[src/rtl/alu_pkg.sv]
// Shared definitions for the sequential ALU: opcode map, FSM states,
// flag bit positions and opcode classification helpers.
package alu_pkg;

  // Opcode map; 0x00-0x0F match the original combinational ALU
  localparam logic [4:0] OP_ADDU = 5'h00;
  localparam logic [4:0] OP_ADDS = 5'h01;
  localparam logic [4:0] OP_SUBU = 5'h02;
  localparam logic [4:0] OP_SUBS = 5'h03;
  localparam logic [4:0] OP_MULU = 5'h04;
  localparam logic [4:0] OP_MULS = 5'h05;
  localparam logic [4:0] OP_DIVU = 5'h06;
  localparam logic [4:0] OP_DIVS = 5'h07;
  localparam logic [4:0] OP_AND  = 5'h08;
  localparam logic [4:0] OP_OR   = 5'h09;
  localparam logic [4:0] OP_XOR  = 5'h0A;
  localparam logic [4:0] OP_NOTA = 5'h0B;
  localparam logic [4:0] OP_SHR  = 5'h0C;
  localparam logic [4:0] OP_SHL  = 5'h0D;
  localparam logic [4:0] OP_ROR  = 5'h0E;
  localparam logic [4:0] OP_ROL  = 5'h0F;
  localparam logic [4:0] OP_SAR  = 5'h10;
  localparam logic [4:0] OP_REMU = 5'h11;
  localparam logic [4:0] OP_REMS = 5'h12;
  localparam logic [4:0] OP_SLTS = 5'h13;
  localparam logic [4:0] OP_SLTU = 5'h14;

  // Control FSM states
  typedef enum logic [1:0] {
    ST_IDLE = 2'd0,
    ST_ITER = 2'd1,
    ST_FIX  = 2'd2,
    ST_DONE = 2'd3
  } state_t;

  // Bit positions inside the flags vector {illegal, div0, ovf, neg, zero}
  localparam int FLAG_ZERO    = 0;
  localparam int FLAG_NEG     = 1;
  localparam int FLAG_OVF     = 2;
  localparam int FLAG_DIV0    = 3;
  localparam int FLAG_ILLEGAL = 4;

  // Ops that need the multi-cycle multiply/divide engine
  function automatic logic is_iterative(input logic [4:0] op);
    case (op)
      OP_MULU, OP_MULS, OP_DIVU, OP_DIVS, OP_REMU, OP_REMS: is_iterative = 1'b1;
      default:                                              is_iterative = 1'b0;
    endcase
  endfunction

  // Ops that run the divider (quotient or remainder)
  function automatic logic is_div_type(input logic [4:0] op);
    case (op)
      OP_DIVU, OP_DIVS, OP_REMU, OP_REMS: is_div_type = 1'b1;
      default:                            is_div_type = 1'b0;
    endcase
  endfunction

  // Iterative ops whose operands are two's complement and need sign fixing
  function automatic logic is_signed_md(input logic [4:0] op);
    case (op)
      OP_MULS, OP_DIVS, OP_REMS: is_signed_md = 1'b1;
      default:                   is_signed_md = 1'b0;
    endcase
  endfunction

endpackage

[src/rtl/seq_muldiv_core.sv]
// Iterative unsigned engine: shift-add multiply or restoring divide on
// operand magnitudes. One step per clock, WIDTH steps after a load.
// lo/hi hold product low/high halves, or quotient/remainder.
module seq_muldiv_core
  import alu_pkg::*;
#(
  parameter int WIDTH = 32
) (
  input  logic             clk,
  input  logic             rst_n,
  input  logic             load,
  input  logic             mode,
  input  logic [WIDTH-1:0] mag_a,
  input  logic [WIDTH-1:0] mag_b,
  output logic             last,
  output logic [WIDTH-1:0] lo,
  output logic [WIDTH-1:0] hi
);

  localparam int SHW = $clog2(WIDTH);

  logic [WIDTH-1:0] lo_q;
  logic [WIDTH-1:0] hi_q;
  logic [WIDTH-1:0] den_q;
  logic             mode_q;
  logic             running;
  logic [SHW-1:0]   cnt;

  logic [WIDTH:0]   mul_sum;
  logic [WIDTH:0]   div_shift;
  logic [WIDTH:0]   div_trial;
  logic [WIDTH-1:0] lo_n;
  logic [WIDTH-1:0] hi_n;

  // Multiply adds the multiplicand into the high half when the current
  // multiplier bit is set; the carry is kept so the right shift loses nothing.
  assign mul_sum   = {1'b0, hi_q} + (lo_q[0] ? {1'b0, den_q} : '0);
  // Divide shifts the next dividend bit into the partial remainder and
  // trial-subtracts the divisor; a borrow means the subtraction is undone.
  assign div_shift = {hi_q, lo_q[WIDTH-1]};
  assign div_trial = div_shift - {1'b0, den_q};

  // One iteration step of whichever algorithm was loaded
  always_comb begin
    lo_n = lo_q;
    hi_n = hi_q;
    if (mode_q) begin
      if (!div_trial[WIDTH]) begin
        hi_n = div_trial[WIDTH-1:0];
        lo_n = {lo_q[WIDTH-2:0], 1'b1};
      end else begin
        hi_n = div_shift[WIDTH-1:0];
        lo_n = {lo_q[WIDTH-2:0], 1'b0};
      end
    end else begin
      hi_n = mul_sum[WIDTH:1];
      lo_n = {mul_sum[0], lo_q[WIDTH-1:1]};
    end
  end

  // Load operands, then step WIDTH times and stop
  always_ff @(posedge clk or negedge rst_n) begin
    if (!rst_n) begin
      lo_q    <= '0;
      hi_q    <= '0;
      den_q   <= '0;
      mode_q  <= 1'b0;
      running <= 1'b0;
      cnt     <= '0;
    end else if (load) begin
      lo_q    <= mag_a;
      hi_q    <= '0;
      den_q   <= mag_b;
      mode_q  <= mode;
      running <= 1'b1;
      cnt     <= '0;
    end else if (running) begin
      lo_q <= lo_n;
      hi_q <= hi_n;
      cnt  <= cnt + SHW'(1);
      if (&cnt) begin
        running <= 1'b0;
      end
    end
  end

  assign last = running & (&cnt);
  assign lo   = lo_q;
  assign hi   = hi_q;

endmodule

[src/rtl/seq_alu.sv]
// Clocked ALU between register file and writeback. Single-cycle ops finish
// one cycle after accept; multiply/divide/remainder use the iterative core
// followed by a sign-correction cycle. Results and flags are held until
// the next done pulse.
module seq_alu
  import alu_pkg::*;
#(
  parameter int WIDTH = 32
) (
  input  logic             clk,
  input  logic             rst_n,
  input  logic             start,
  input  logic [4:0]       op,
  input  logic [WIDTH-1:0] a,
  input  logic [WIDTH-1:0] b,
  output logic             busy,
  output logic             done,
  output logic [WIDTH-1:0] result,
  output logic [WIDTH-1:0] result_hi,
  output logic [4:0]       flags
);

  localparam int               SHW     = $clog2(WIDTH);
  localparam logic [WIDTH-1:0] MIN_VAL = {1'b1, {(WIDTH-1){1'b0}}};
  localparam logic [SHW:0]     WIDTH_S = (SHW+1)'(WIDTH);

  state_t state;
  state_t next_state;

  logic             accept;
  logic             in_div_zero;
  logic             core_load;
  logic             core_last;
  logic [WIDTH-1:0] mag_a_in;
  logic [WIDTH-1:0] mag_b_in;
  logic [WIDTH-1:0] core_lo;
  logic [WIDTH-1:0] core_hi;

  logic [4:0]       op_q;
  logic [WIDTH-1:0] a_q;
  logic [WIDTH-1:0] b_q;
  logic [WIDTH-1:0] fix_lo;
  logic [WIDTH-1:0] fix_hi;

  logic [2*WIDTH-1:0] core_prod;
  logic [2*WIDTH-1:0] core_prod_neg;
  logic               res_sign_neg;

  logic [WIDTH:0]   add_full;
  logic [WIDTH:0]   sub_full;
  logic             add_sovf;
  logic             sub_sovf;
  logic [SHW-1:0]   sh_amt;
  logic [SHW:0]     sh_inv;
  logic             sh_big;
  logic             b_zero;

  logic [WIDTH-1:0] fin_res;
  logic [WIDTH-1:0] fin_hi;
  logic [4:0]       fin_flags;
  logic             f_ovf;
  logic             f_div0;
  logic             f_illegal;

  // A start is only taken while idle; division by zero bypasses the engine
  assign accept      = (state == ST_IDLE) && start;
  assign in_div_zero = is_div_type(op) && (b == '0);
  assign core_load   = accept && is_iterative(op) && !in_div_zero;
  assign mag_a_in    = (is_signed_md(op) && a[WIDTH-1]) ? -a : a;
  assign mag_b_in    = (is_signed_md(op) && b[WIDTH-1]) ? -b : b;
  assign busy        = (state != ST_IDLE);

  seq_muldiv_core #(.WIDTH(WIDTH)) u_core (
    .clk   (clk),
    .rst_n (rst_n),
    .load  (core_load),
    .mode  (is_div_type(op)),
    .mag_a (mag_a_in),
    .mag_b (mag_b_in),
    .last  (core_last),
    .lo    (core_lo),
    .hi    (core_hi)
  );

  // FSM state register
  always_ff @(posedge clk or negedge rst_n) begin
    if (!rst_n) begin
      state <= ST_IDLE;
    end else begin
      state <= next_state;
    end
  end

  // Next-state logic: IDLE -> (ITER -> FIX ->) DONE -> IDLE
  always_comb begin
    next_state = state;
    case (state)
      ST_IDLE: begin
        if (start) begin
          next_state = (is_iterative(op) && !in_div_zero) ? ST_ITER : ST_DONE;
        end
      end
      ST_ITER: begin
        if (core_last) begin
          next_state = ST_FIX;
        end
      end
      ST_FIX:  next_state = ST_DONE;
      ST_DONE: next_state = ST_IDLE;
      default: next_state = ST_IDLE;
    endcase
  end

  // Capture op and operands on the accepting edge only
  always_ff @(posedge clk or negedge rst_n) begin
    if (!rst_n) begin
      op_q <= '0;
      a_q  <= '0;
      b_q  <= '0;
    end else if (accept) begin
      op_q <= op;
      a_q  <= a;
      b_q  <= b;
    end
  end

  assign core_prod     = {core_hi, core_lo};
  assign core_prod_neg = -core_prod;
  assign res_sign_neg  = a_q[WIDTH-1] ^ b_q[WIDTH-1];

  // Sign correction of the engine's magnitude results during FIX
  always_ff @(posedge clk or negedge rst_n) begin
    if (!rst_n) begin
      fix_lo <= '0;
      fix_hi <= '0;
    end else if (state == ST_FIX) begin
      case (op_q)
        OP_MULS: begin
          {fix_hi, fix_lo} <= res_sign_neg ? core_prod_neg : core_prod;
        end
        OP_DIVS, OP_REMS: begin
          fix_lo <= res_sign_neg ? -core_lo : core_lo;
          fix_hi <= a_q[WIDTH-1] ? -core_hi : core_hi;
        end
        default: begin
          fix_lo <= core_lo;
          fix_hi <= core_hi;
        end
      endcase
    end
  end

  assign add_full = {1'b0, a_q} + {1'b0, b_q};
  assign sub_full = {1'b0, a_q} - {1'b0, b_q};
  assign add_sovf = (a_q[WIDTH-1] == b_q[WIDTH-1]) && (add_full[WIDTH-1] != a_q[WIDTH-1]);
  assign sub_sovf = (a_q[WIDTH-1] != b_q[WIDTH-1]) && (sub_full[WIDTH-1] != a_q[WIDTH-1]);
  assign sh_amt   = b_q[SHW-1:0];
  assign sh_inv   = WIDTH_S - {1'b0, sh_amt};
  assign sh_big   = |b_q[WIDTH-1:SHW];
  assign b_zero   = (b_q == '0);

  // Final result, high half and flags presented to the output registers in DONE
  always_comb begin
    fin_res   = '0;
    fin_hi    = '0;
    f_ovf     = 1'b0;
    f_div0    = 1'b0;
    f_illegal = 1'b0;
    case (op_q)
      OP_ADDU: begin
        fin_res = add_full[WIDTH-1:0];
        f_ovf   = add_full[WIDTH];
      end
      OP_ADDS: begin
        fin_res = add_full[WIDTH-1:0];
        f_ovf   = add_sovf;
      end
      OP_SUBU: begin
        fin_res = sub_full[WIDTH-1:0];
        f_ovf   = sub_full[WIDTH];
      end
      OP_SUBS: begin
        fin_res = sub_full[WIDTH-1:0];
        f_ovf   = sub_sovf;
      end
      OP_MULU: begin
        fin_res = fix_lo;
        fin_hi  = fix_hi;
        f_ovf   = (fix_hi != '0);
      end
      OP_MULS: begin
        fin_res = fix_lo;
        fin_hi  = fix_hi;
        f_ovf   = (fix_hi != {WIDTH{fix_lo[WIDTH-1]}});
      end
      OP_DIVU, OP_DIVS: begin
        if (b_zero) begin
          fin_res = '1;
          fin_hi  = a_q;
          f_div0  = 1'b1;
        end else begin
          fin_res = fix_lo;
          fin_hi  = fix_hi;
          f_ovf   = (op_q == OP_DIVS) && (a_q == MIN_VAL) && (&b_q);
        end
      end
      OP_REMU, OP_REMS: begin
        if (b_zero) begin
          fin_res = a_q;
          f_div0  = 1'b1;
        end else begin
          fin_res = fix_hi;
        end
      end
      OP_AND:  fin_res = a_q & b_q;
      OP_OR:   fin_res = a_q | b_q;
      OP_XOR:  fin_res = a_q ^ b_q;
      OP_NOTA: fin_res = ~a_q;
      OP_SHR:  fin_res = sh_big ? '0 : (a_q >> sh_amt);
      OP_SHL:  fin_res = sh_big ? '0 : (a_q << sh_amt);
      OP_ROR:  fin_res = (a_q >> sh_amt) | (a_q << sh_inv);
      OP_ROL:  fin_res = (a_q << sh_amt) | (a_q >> sh_inv);
      OP_SAR:  fin_res = sh_big ? {WIDTH{a_q[WIDTH-1]}} : $unsigned($signed(a_q) >>> sh_amt);
      OP_SLTS: fin_res = {{(WIDTH-1){1'b0}}, ($signed(a_q) < $signed(b_q))};
      OP_SLTU: fin_res = {{(WIDTH-1){1'b0}}, (a_q < b_q)};
      default: f_illegal = 1'b1;
    endcase
    fin_flags               = '0;
    fin_flags[FLAG_ZERO]    = (fin_res == '0);
    fin_flags[FLAG_NEG]     = fin_res[WIDTH-1];
    fin_flags[FLAG_OVF]     = f_ovf;
    fin_flags[FLAG_DIV0]    = f_div0;
    fin_flags[FLAG_ILLEGAL] = f_illegal;
  end

  // Output registers: load in DONE and pulse done for exactly one cycle
  always_ff @(posedge clk or negedge rst_n) begin
    if (!rst_n) begin
      done      <= 1'b0;
      result    <= '0;
      result_hi <= '0;
      flags     <= '0;
    end else begin
      done <= (state == ST_DONE);
      if (state == ST_DONE) begin
        result    <= fin_res;
        result_hi <= fin_hi;
        flags     <= fin_flags;
      end
    end
  end

endmodule

[config.mk]
export PLATFORM = sky130hd
export DESIGN_NAME = seq_alu
export DESIGN_NICKNAME = d
export VERILOG_FILES = /design/src/rtl/alu_pkg.sv /design/src/rtl/seq_muldiv_core.sv /design/src/rtl/seq_alu.sv
export SDC_FILE = /design/constraint.sdc
export NUM_CORES = 2
export LEC_CHECK = 0
export BUFFER_PORTS_ARGS = -buffer_cell sky130_fd_sc_hd__buf_2
export CORE_AREA = 2 2 191 334
export CTS_CLUSTER_DIAMETER = 50
export DETAILED_ROUTE_END_ITERATION = 12
export DIE_AREA = 0 0 193 336
export PLACE_DENSITY_LB_ADDON = 0.05
export REMOVE_ABC_BUFFERS = 1
export SYNTH_ARGS = -nofsm -noshare
export SYNTH_HDL_FRONTEND = slang
export SYNTH_SLANG_ARGS = --single-unit
[constraint.sdc]
create_clock -name clk -period 14.6 [get_ports clk]
set_input_delay 0.73 -clock clk [delete_from_list [all_inputs] [get_ports clk]]
set_output_delay 0.73 -clock clk [all_outputs]
set_load 0.005 [all_outputs]
==> qor.yml, run 1 <==
die:
  die_x_um: 193
  die_height_um: 336
  num_io_pins: 143
  fp-row-count: 121
  start_util_pct: 54.6
global_routing:
  grt_pass1_vias: 43800
  grt_max_degree: 142
  grt_overflow: 314
  grt_pass1_wl_mm: 344
  grt_use_total_pct: 72.5
yosys:
  synth.distinct_cells: 105
  ys_seq_elements: 307
  yosys-top-cells-area: "dfrtp_1, ha_1, mux4_2"
  syn_inst: 4191
  synth.top_cell.area_share_pct: 22.7
  synth_edf_count: 0
  ys_seq_area_share_pct: 22.7
  ys.warnings.count: 0
  async_reset_ff_share_pct: 100
  syn_avg_cell_area_um2: 8.09
  syn_area_um2: 33900
  yosys.area.top_type: "dfrtp_1"
  synth_ff_type: "dfrtp_1"
clock_network:
  cts-root-buf: "clkbuf_16"
  numClockSinks: 307
  htree_levels: 2
  holdBufCountCts: 0
  cts_buffers: 34
  postCtsResizedCells: 0
  post-cts-setup-buffers: 0
  clock_path_buffers: 3
run_status:
  outcome: "stopped before the end"
  stop_stage: "5_1_grt"
  firstError: "[ERROR GRT-0116] Global routing finished with congestion. Check the congestion regions in the DRC Viewer."
placement:
  portBuffers: 142
  hpwl_mm: 147
  globalplace.congestion: 1.18
==> metrics by stage <==
stage | setup slack, ns | utilization (%) | cell area, um^2 | hold slack (ns) | instances
after CTS | 8.45 | 58.7 | 36400 | 0.281 | 4981
after detailed placement | 8.49 | 56.9 | 35300 | 0.471 | 4922
after global placement | 8.49 | 56.9 | 35300 | 0.467 | 4922
after floorplan | 3.86 | - | 32500 | 0.434 | 3851
==> Yosys cell counts (all sizes together), types with 45 or more instances <==
cell type,n
mux4,92
o21ai,291
nor3,107
xor2,82
dfrtp,307
a21oi,316
inv,172
xnor2,100
a31oi,45
nand2,361
nor4,76
buf,82
o211ai,83
nor2,408
nand3,68
a211oi,65
ha,191
mux2,128
mux2i,182
clkbuf,258
==> layer usage <==
metal,GRT usage [%],overflow
met1,73.6,0
met5,20.8,0
met2,90.9,158
met3,53.9,2
met4,71.1,154
==> cell families after synthesis <==
| group | Yosys count | synth area share (%) |
|---|---|---|
| adders and majority gates | 195 | 7.29 |
| and+or+nand+nor | 1309 | 18.4 |
| DFF | 307 | 22.7 |
| muxes | 402 | 15.8 |
| AOI/OAI and AO/OA | 1282 | 25.0 |
| buffers and inverters | 514 | 6.14 |
| xor gates and xnor gates | 182 | 4.73 |
==> run 2, diff against run 1 <==
CORE_AREA = 2 2 295 297   (was 2 2 191 334)
CTS_CLUSTER_DIAMETER = unset   (was 50)
DIE_AREA = 0 0 297 299   (was 0 0 193 336)
PLACE_DENSITY_LB_ADDON = 0.15   (was 0.05)
==> qor.yml, run 2 <==
routing:
  drc: 0
  drtIter0Drc: 4858
  antenna_left: 0
  wl_per_cell_um: 35.8
  dr_total_vias: 36500
  dr.pass1.iters: 6
  viasPerCell: 6.80
  routed_wl_mm: 192
run:
  maxCapViolCount: 0
global_routing:
  grt_max_degree: 86
  antenna_found_initial: 16
  grt_pass1_wl_mm: 269
  grt_use_total_pct: 42.2
  grt_overflow: 0
  grt_pass1_vias: 34400
finish:
  syn_to_final_growth_pct: 9.99
  layout_common_cells: "nor2_1, nand2_1, a21oi_1"
  final_nets: 4436
  final_cells: 5372
  final_common_cell: "nor2_1"
  final_layout_size_suffix_gt1_share_pct: 15.3
worst_setup_path:
  worstSetupStartpoint: "b_q[0]"
  max_stage_delay_ns: 1.12
  worstSetupEndpointType: "flop"
  reg2reg_from: "b_q[0]"
  cp.required_ns: 15.14
  setup.worst_path.end: "flags[0]"
  cp_cell_sequence: "inv_1 -> buf_4 -> ha_1 -> buf_4 -> inv_2 -> buf_4 -> mux4_2 -> mux2i_1 -> nor2_1 -> nor4_1 -> o211ai_1 -> nor4_2 -> nand3_1 -> nor3_1 -> nand4b_1 -> o32ai_2"
  cp-start-kind: "flop"
  reg2reg_slack_ns: 7.51
  reg2regPathDepth: 16
  cp_data_arrival_time_ns: 7.63
  crit_path_max_fanout: 44
  cp_slowest_cell: "nor4_1"
  cp_common_cell: "buf_4"
  r2r-end: "flags[0]"
  critPathKind: "flop to flop"
die:
  dieArea_um2: 88800
  start_util_pct: 39.4  # -15 points
  die_x_um: 297  # +54%
  num_io_pins: 143  # unchanged
  die_height_um: 299  # -11%
  fp-row-count: 108  # -11%
  coreArea_um2: 85900
timing:
  setup-violations-final: 0
  rsz0062_at_grt: "no"
  fmax_mhz: 141
  whs_ns: 0.105
  slew_violations: 0
  slew_headroom_pct: 3.44
  fin_tns_setup_ns: 0
  tightest_slew_ns: 1.41
  timing.final.crit_share_pct: 48.6
  skew_ns: 0.0272
  final_hold_viol_count: 0
  fin_crit_ns: 7.09
yosys:
  synth.top_cell.area_share_pct: 22.7  # unchanged
  synth_edf_count: 0  # unchanged
  yosysMostFrequentCell: "nor2_1"
  syn_inst: 4191  # unchanged
  syn_area_um2: 33900  # unchanged
  ys_seq_area_share_pct: 22.7  # unchanged
  syn_avg_cell_area_um2: 8.09  # unchanged
  async_reset_ff_share_pct: 100  # unchanged
  ys_seq_elements: 307  # unchanged
  yosys.area.top_type: "dfrtp_1"
  ys_top_cells_by_count: "nor2_1, nand2_1, a21oi_1, dfrtp_1, o21ai_0"
  synth.distinct_cells: 105  # unchanged
  synth_ff_type: "dfrtp_1"
  yosys-top-cells-area: "dfrtp_1, ha_1, mux4_2"
  ys.warnings.count: 0  # unchanged
clock_network:
  holdBufCountCts: 0  # unchanged
  post-cts-setup-buffers: 0  # unchanged
  numClockSinks: 307  # unchanged
  htree_levels: 2  # unchanged
  clk_latency_ns: 0.64
  cts_buffers: 40  # +18%
  cts_tree: "yes"
  postCtsResizedCells: 0  # unchanged
  cts-root-buf: "clkbuf_16"
  clk_pin_slew_worst_paths_ns: 0.06
  clock_path_buffers: 3  # unchanged
placement:
  portBuffers: 142  # unchanged
  dp.cells: 5282  # +7.3%
  globalplace.congestion: 1.06  # -10%
  hpwl_mm: 142  # -3.3%
run_status:
  outcome: "completed"
hold_path:
  hold_class: "input pin to asynchronous set/reset pin"
[run 2: critical path, delay by kind of cell (launching register included)]
kind / cells / cell delay [ns]
AND/OR/NAND/NOR: 6 / 2.42
buffers and inverters: 5 / 1.59
flip-flops: 1 / 0.95
AO/OA/AOI/OAI: 2 / 0.64
adder cells (fa/ha/maj): 1 / 0.35
multiplexers: 2 / 0.90
[run 2: worst min-delay path by stage]
stage,from,to,cells past startpoint
after floorplan,rst_n,a_q[0],0
after global placement,flags[3],flags[3],1
after detailed placement,result_hi[1],result_hi[1],1
after CTS,rst_n,result[6],1
after global routing,rst_n,result[6],1
final,rst_n,result[6],1
[run 2: cell type report]
cell class	instances	area (um^2)
Fill cell	8904	48700
Tap cell	1155	1450
Clock inverter	23	342
Clock buffer	50	1100
Sequential cell	307	7700
Multi-Input combinational cell	3370	24300
Timing Repair Buffer	276	1740
Inverter	174	653
Antenna cell	17	42.5
[run 2: logic make-up (layout without fill, tap and decap cells)]
kind of cell	Yosys count	after routing	share of synthesized area, %
multiplexers	402	402	15.8
adder cells (fa/ha/maj)	195	195	7.29
AND/OR/NAND/NOR	1309	1309	18.4
XOR/XNOR	182	182	4.73
other	0	17	0
flip-flops	307	307	22.7
buffers and inverters	514	523	6.14
AO/OA/AOI/OAI	1282	1282	25.0
[run 2: per-stage QoR]
stage | setup slack [ns] | util (%) | area (um^2)
floorplan | 3.86 | - | 32500
global placement | 7.73 | 41.6 | 35800
detailed placement | 7.79 | 41.6 | 35800
CTS | 7.78 | 43.3 | 37200
global route | 7.51 | 43.3 | 37200
finish | 7.51 | 43.4 | 37300
[run 2: layer usage]
metal | wire [um] | track usage, % | vias up
met2 | 80600 | 62.0 | 2237
met5 | 31 | 0 | -
met4 | 14900 | 27.2 | 4
met1 | 78600 | 56.0 | 18100
li1 | - | - | 15600
met3 | 18100 | 9.09 | 570
Power of run 2 is left out: the tool's default activity adds up to more than one toggle a clock period on the data nets, which glitch-free logic cannot reach.
